**config.mk**
```make
export PLATFORM = sky130hd
export DESIGN_NAME = key_command_encoder
export DESIGN_NICKNAME = d
export VERILOG_FILES = /design/src/rtl/key_cmd_pkg.sv /design/src/rtl/key_debounce.sv /design/src/rtl/key_command_encoder.sv
export SDC_FILE = /design/constraint.sdc
export NUM_CORES = 1
export LEC_CHECK = 0
export ABC_AREA = 1
export CORE_MARGIN = 1
export CORE_UTILIZATION = 60
export DETAILED_ROUTE_END_ITERATION = 6
export PLACE_DENSITY = 0.79
export SYNTH_ARGS = -nofsm -noshare
export SYNTH_HDL_FRONTEND = slang
export SYNTH_HIERARCHICAL = 1
export SYNTH_SLANG_ARGS = --single-unit
```
**constraint.sdc**
```tcl
create_clock -name clk -period 1.6 [get_ports clk]
set_input_delay 0.32 -clock clk [delete_from_list [all_inputs] [get_ports clk]]
set_output_delay 0.32 -clock clk [all_outputs]
set_load 0.03 [all_outputs]
```
**src/rtl/key_cmd_pkg.sv**
```systemverilog
// Shared command words, FSM state encoding and key-priority helpers for key_command_encoder.
// Command constants must match the hood control FSM's decode.
package key_cmd_pkg;

  localparam logic [5:0] CMD_IDLE  = 6'b100000;
  localparam logic [5:0] CMD_MENU  = 6'b110000;
  localparam logic [5:0] CMD_LVL1  = 6'b101000;
  localparam logic [5:0] CMD_LVL2  = 6'b100100;
  localparam logic [5:0] CMD_STORM = 6'b100010;
  localparam logic [5:0] CMD_CLEAN = 6'b100001;

  typedef enum logic [1:0] {
    S_IDLE    = 2'd0,
    S_HOLD    = 2'd1,
    S_RELEASE = 2'd2
  } state_t;

  // Fixed priority menu > lvl1 > lvl2 > storm > clean; losers are simply dropped.
  function automatic logic [4:0] pick_winner(input logic [4:0] edges);
    if (edges[4])      return CMD_MENU[4:0];
    else if (edges[3]) return CMD_LVL1[4:0];
    else if (edges[2]) return CMD_LVL2[4:0];
    else if (edges[1]) return CMD_STORM[4:0];
    else if (edges[0]) return CMD_CLEAN[4:0];
    else               return CMD_IDLE[4:0];
  endfunction

  function automatic logic multi_hot(input logic [4:0] v);
    return (v & (v - 5'd1)) != 5'd0;
  endfunction

endpackage

```
**src/rtl/key_debounce.sv**
```systemverilog
// Two-flop synchroniser followed by a tick-driven debounce counter.
// rise pulses for one cycle in the same cycle stable goes 0 -> 1.
module key_debounce #(
  parameter int DEB_TICKS = 20,
  parameter int CNT_W     = 8
) (
  input  logic clk,
  input  logic rst_n,
  input  logic tick,
  input  logic raw,
  output logic stable,
  output logic rise
);

  localparam logic [CNT_W-1:0] CNT_LAST = CNT_W'(DEB_TICKS - 1);

  logic             sync_q1;
  logic             sync_q2;
  logic [CNT_W-1:0] cnt;

  always_ff @(posedge clk or negedge rst_n) begin
    if (!rst_n) begin
      sync_q1 <= 1'b0;
      sync_q2 <= 1'b0;
      stable  <= 1'b0;
      rise    <= 1'b0;
      cnt     <= '0;
    end else begin
      // NOTE: non-blocking assignments let the synchroniser stages shift in one edge without ordering races.
      sync_q1 <= raw;
      sync_q2 <= sync_q1;
      rise    <= 1'b0;
      if (sync_q2 == stable) begin
        cnt <= '0;
      end else if (tick) begin
        // cnt never passes CNT_LAST, so it cannot wrap.
        if (cnt >= CNT_LAST) begin
          stable <= sync_q2;
          rise   <= sync_q2;
          cnt    <= '0;
        end else begin
          cnt <= cnt + 1'b1;
        end
      end
    end
  end

endmodule

```
**src/rtl/key_command_encoder.sv**
```systemverilog
// Debounces power switch and five keys and turns key presses into held command words for the control FSM.
// Optional auto-repeat of a held key is enabled by defining KEY_REPEAT_EN.
module key_command_encoder
  import key_cmd_pkg::*;
#(
  parameter int DEB_TICKS    = 20,
  parameter int HOLD_TICKS   = 4,
  parameter int REPEAT_TICKS = 100,
  parameter int CNT_W        = 8
) (
  input  logic       clk,
  input  logic       rst_n,
  input  logic       tick,
  input  logic       power_sw,
  input  logic [4:0] key_raw,
  input  logic       cmd_ack,
  output logic [5:0] cmd,
  output logic       cmd_valid,
  output logic       multi_press
);

  localparam logic [CNT_W-1:0] HOLD_LAST = CNT_W'(HOLD_TICKS - 1);

  logic             en;
  logic             power_rise_unused;
  logic [4:0]       key_stable;
  logic [4:0]       key_rise;
  state_t           state_q, state_d;
  logic [4:0]       cmd_lo_q, cmd_lo_d;
  logic             en_q;
  logic             multi_q;
  logic [CNT_W-1:0] hold_q, hold_d;
`ifdef KEY_REPEAT_EN
  localparam logic [CNT_W-1:0] REPEAT_LAST = CNT_W'(REPEAT_TICKS - 1);
  logic [CNT_W-1:0] rep_q, rep_d;
  logic [4:0]       last_q, last_d;
`else
  // Repeat interval has no meaning without the repeat logic.
  localparam int repeat_ticks_unused = REPEAT_TICKS;
`endif

  key_debounce #(.DEB_TICKS(DEB_TICKS), .CNT_W(CNT_W)) u_deb_power (
    .clk    (clk),
    .rst_n  (rst_n),
    .tick   (tick),
    .raw    (power_sw),
    .stable (en),
    .rise   (power_rise_unused)
  );

  for (genvar i = 0; i < 5; i++) begin : g_key
    key_debounce #(.DEB_TICKS(DEB_TICKS), .CNT_W(CNT_W)) u_deb (
      .clk    (clk),
      .rst_n  (rst_n),
      .tick   (tick),
      .raw    (key_raw[i]),
      .stable (key_stable[i]),
      .rise   (key_rise[i])
    );
  end

  always_ff @(posedge clk or negedge rst_n) begin
    if (!rst_n) begin
      state_q  <= S_IDLE;
      cmd_lo_q <= '0;
      en_q     <= 1'b0;
      multi_q  <= 1'b0;
      hold_q   <= '0;
`ifdef KEY_REPEAT_EN
      rep_q    <= '0;
      last_q   <= '0;
`endif
    end else begin
      state_q  <= state_d;
      cmd_lo_q <= cmd_lo_d;
      en_q     <= en;
      multi_q  <= multi_hot(key_rise);
      hold_q   <= hold_d;
`ifdef KEY_REPEAT_EN
      rep_q    <= rep_d;
      last_q   <= last_d;
`endif
    end
  end

  always_comb begin
    // NOTE: every output of this block gets a default first, so no path can infer a latch.
    state_d  = state_q;
    cmd_lo_d = cmd_lo_q;
    hold_d   = hold_q;
`ifdef KEY_REPEAT_EN
    rep_d    = rep_q;
    last_d   = last_q;
`endif
    unique case (state_q)
      S_IDLE: begin
        cmd_lo_d = CMD_IDLE[4:0];
        hold_d   = '0;
`ifdef KEY_REPEAT_EN
        rep_d    = '0;
`endif
        if (en && (key_rise != 5'd0)) begin
          state_d  = S_HOLD;
          cmd_lo_d = pick_winner(key_rise);
`ifdef KEY_REPEAT_EN
          last_d   = pick_winner(key_rise);
`endif
        end
      end
      S_HOLD: begin
        // Power loss, ack and timeout all collapse into one exit.
        if (!en || cmd_ack || (tick && (hold_q >= HOLD_LAST))) begin
          state_d  = S_RELEASE;
          cmd_lo_d = CMD_IDLE[4:0];
          hold_d   = '0;
        end else if (tick) begin
          hold_d = hold_q + 1'b1;
        end
      end
      S_RELEASE: begin
        if (key_stable == 5'd0) begin
          state_d = S_IDLE;
`ifdef KEY_REPEAT_EN
        end else if (en && (key_stable == last_q)) begin
          if (tick) begin
            if (rep_q >= REPEAT_LAST) begin
              state_d  = S_HOLD;
              cmd_lo_d = last_q;
              rep_d    = '0;
            end else begin
              rep_d = rep_q + 1'b1;
            end
          end
        end else begin
          rep_d = '0;
`endif
        end
      end
      default: state_d = S_IDLE;
    endcase
  end

  assign cmd         = {en_q, cmd_lo_q};
  assign cmd_valid   = (state_q == S_HOLD);
  assign multi_press = multi_q;

endmodule

```
==> metrics.yaml <==
outcome: "complete, no violations"
worst_r2r_startpoint: "g_key[2].u_deb/rise$_DFF_PN0_"
timing.final.setup_violations: 0
power.internal_mw: 3.290
share_seq_of_total_power_pct: 53.9
critical_path_arrival_ns: 1.24
timing.max_cap.violations: 0
reg2regPathDepth: 6
worst_path_max_delay_cell: "dfrtp_1"
viasPerCell: 5.069
path_max_fanout: 5
syn_inst: 518
die_height_um: 88.99
area_growth_from_synthesis_to_layout_pct: 11.35
cts.reportedPaths.clkPinSlew_ns: 0.09
setup.reg_to_reg.worst_slack_ns: 0.21
io_buffer_count: 17
place_congestion: 0.8459
drc: 0
finalInstanceArea_um2: 5056
vdd_ir_drop_max_uv: 424.6
report.final.hold_viol_count: 0
setup_tns_ns: 0
rows: 31
cts_tree: "built"
grt_pass1_wl_um: 13480
powerDensity_nw_per_um2: 846.7
detailedPlacementHpwl_um: 5581
final_layout_size_suffix_gt1_share_pct: 16.03
cts.sink_count: 88
via_count: 3285
critical_path.cell_chain: "inv_4, nand2_4, inv_1, buf_4"
wl_per_cell_um: 12.19
postRouteWirelength_um: 7902
worst_skew_pair.late_latency_ns: 0.36
routed_antenna_nets: 0
synthesis.yosys.warnings: 6
dieWidth_um: 88.99
power_share_of_the_combinational_group_pct: 6.1
drtIter0Drc: 95
initial_core_util_pct: 62.27
final_cell_mix: "nand2_1 (129), dfrtp_1 (88), inv_1 (73), nand3_1 (50), nor2_1 (43)"
required_ns: 1.28
gr_overflow_total: 0
antenna_found_initial: 0
timing.hold.worst.start: "g_key[2].u_deb/sync_q1$_DFF_PN0_"
fin_skew_ns: 0.01016
cp-end-kind: "output port"
clock_path_buffers: 2
switching_share_pct: 23.15
worst_slew_margin_rel_pct: 74.45
diodes: 0
clock_power_share_pct: 40.0
min_delay_worst_endpoint: "g_key[2].u_deb/sync_q2$_DFF_PN0_"
postSynthNetCount: 535
pleak_nw: 2.711
worst_hold_path.num_cells: 0
synth.cell_area_um2: 4541
timing_worst_setup_path_type: "flip-flop to output port"
grt_usage_pct: 22.23
critPathLaunchType: "flip-flop"
ctsHtreeMaxLevel: 3
design.final.nets: 561
clock_tree.root_cell: "clkbuf_8"
io_pins: 18
dieArea_um2: 7919
place_area_um2: 4822
crit_buf_inv: 3
timing.fmax_mhz: 642.2
critical-path-top-delay-family: "flip-flops"
cp.depth: 4
pin_count_of_the_biggest_net_entering_global_routing: 38
commonest_non_fill_non_tap_cell_in_the_layout: "nand2_1"
worst_pin_slew_ns: 0.3833
dp_worst_setup_slack_ns: -0.02993
layout_setup_ws_ns: 0.04295
cts_buffers: 9
timing.rr.end: "state_q[1]$_DFFE_PN0P_"
fillCellCount: 592
design.core.area_um2: 7292
report.final.slew_viol_count: 0
period_needed_ns: 1.557
fin_crit_sh_pct: 97.32
max_stage_delay_ns: 0.42
worst_hold_path_type: "flip-flop to flip-flop"
first_global_vias: 3129
power.switching_mw: 0.9912
synthesis.area_per_instance_um2: 8.766
detail_route.first_pass.iterations: 4
-- metal layers --
metal / routed length (um) / up-vias / track usage (%) / part of all wire, %
li1: - / 1673 / - / -
met1: 3551 / 1561 / 27.23 / 45
met2: 4040 / 36 / 39.44 / 51
met3: 160 / 15 / 3.601 / 2.0
met4: 149 / 0 / 8.947 / 1.9
met5: 0 / - / 0 / 0
-- repair_timing --
action,CTS,global route
resized for setup,7,1
hold buffers,1,0
endpoints found under the hold margin,24,0
setup endpoints to repair,7,1
setup buffers,0,0
-- worst reg2reg max path, delay by kind of cell, from the launching register on --
family        cells  cell delay, ns
flops             1            0.42
simple gates      6            0.85
-- sequential cells by signal (all words and copies together), names as in the netlist --
name                 count
u_deb_power/cnt          8
g_key.u_deb/stable       5
state_q                  2
u_deb_power/sync_q1      1
u_deb_power/stable       1
cmd_lo_q                 5
multi_press              1
u_deb_power/sync_q2      1
g_key.u_deb/rise         5
hold_q                   8
en_q                     1
g_key.u_deb/sync_q2      5
g_key.u_deb/sync_q1      5
g_key.u_deb/cnt         40
-- power by group through the flow --
stage               Combinational (mW)  Clock, mW  Sequential [mW]
floorplan                        0.159          0             2.34
global placement                 0.257          0             2.35
detailed placement               0.266          0             2.35
CTS                              0.269       1.75             2.31
global route                     0.293       1.85             2.31
finish                           0.263       1.71             2.31
-- through the flow --
step                utilization (%)  power (mW)  hold slack, ns  std cells
floorplan                         -       2.494         0.02441        518
global placement              66.13       2.604          0.2542        631
detailed placement            66.13       2.616          0.2555        631
CTS                           69.30       4.329          0.3466        648
global route                  69.34       4.460          0.3538        648
finish                        69.34       4.281          0.3455        648
-- worst max path at each step --
stage | from | endpoint | slack (ns)
detailed placement | tick | hold_q[1]$_DFFE_PN0P_ | -0.03
CTS | state_q[1]$_DFFE_PN0P_ | cmd_valid | 0.02
floorplan | hold_q[0]$_DFFE_PN0P_ | cmd_lo_q[3]$_DFFE_PN0P_ | 0.38
finish | state_q[1]$_DFFE_PN0P_ | cmd_valid | 0.04
global route | state_q[1]$_DFFE_PN0P_ | cmd_valid | -0.001
global placement | tick | state_q[0]$_DFFE_PN0P_ | 0.01
-- layout make-up --
type	count	area, um^2	area share, %
timing repair buffer	22	234.0	4.628
clock inverter	6	92.59	1.831
inverter	81	309.0	6.112
sequential	88	2202	43.55
clock buffer	10	137.6	2.722
tap	99	123.9	2.450
multi-input combinational	342	1957	38.70
Power figures use the tool's default switching activity.
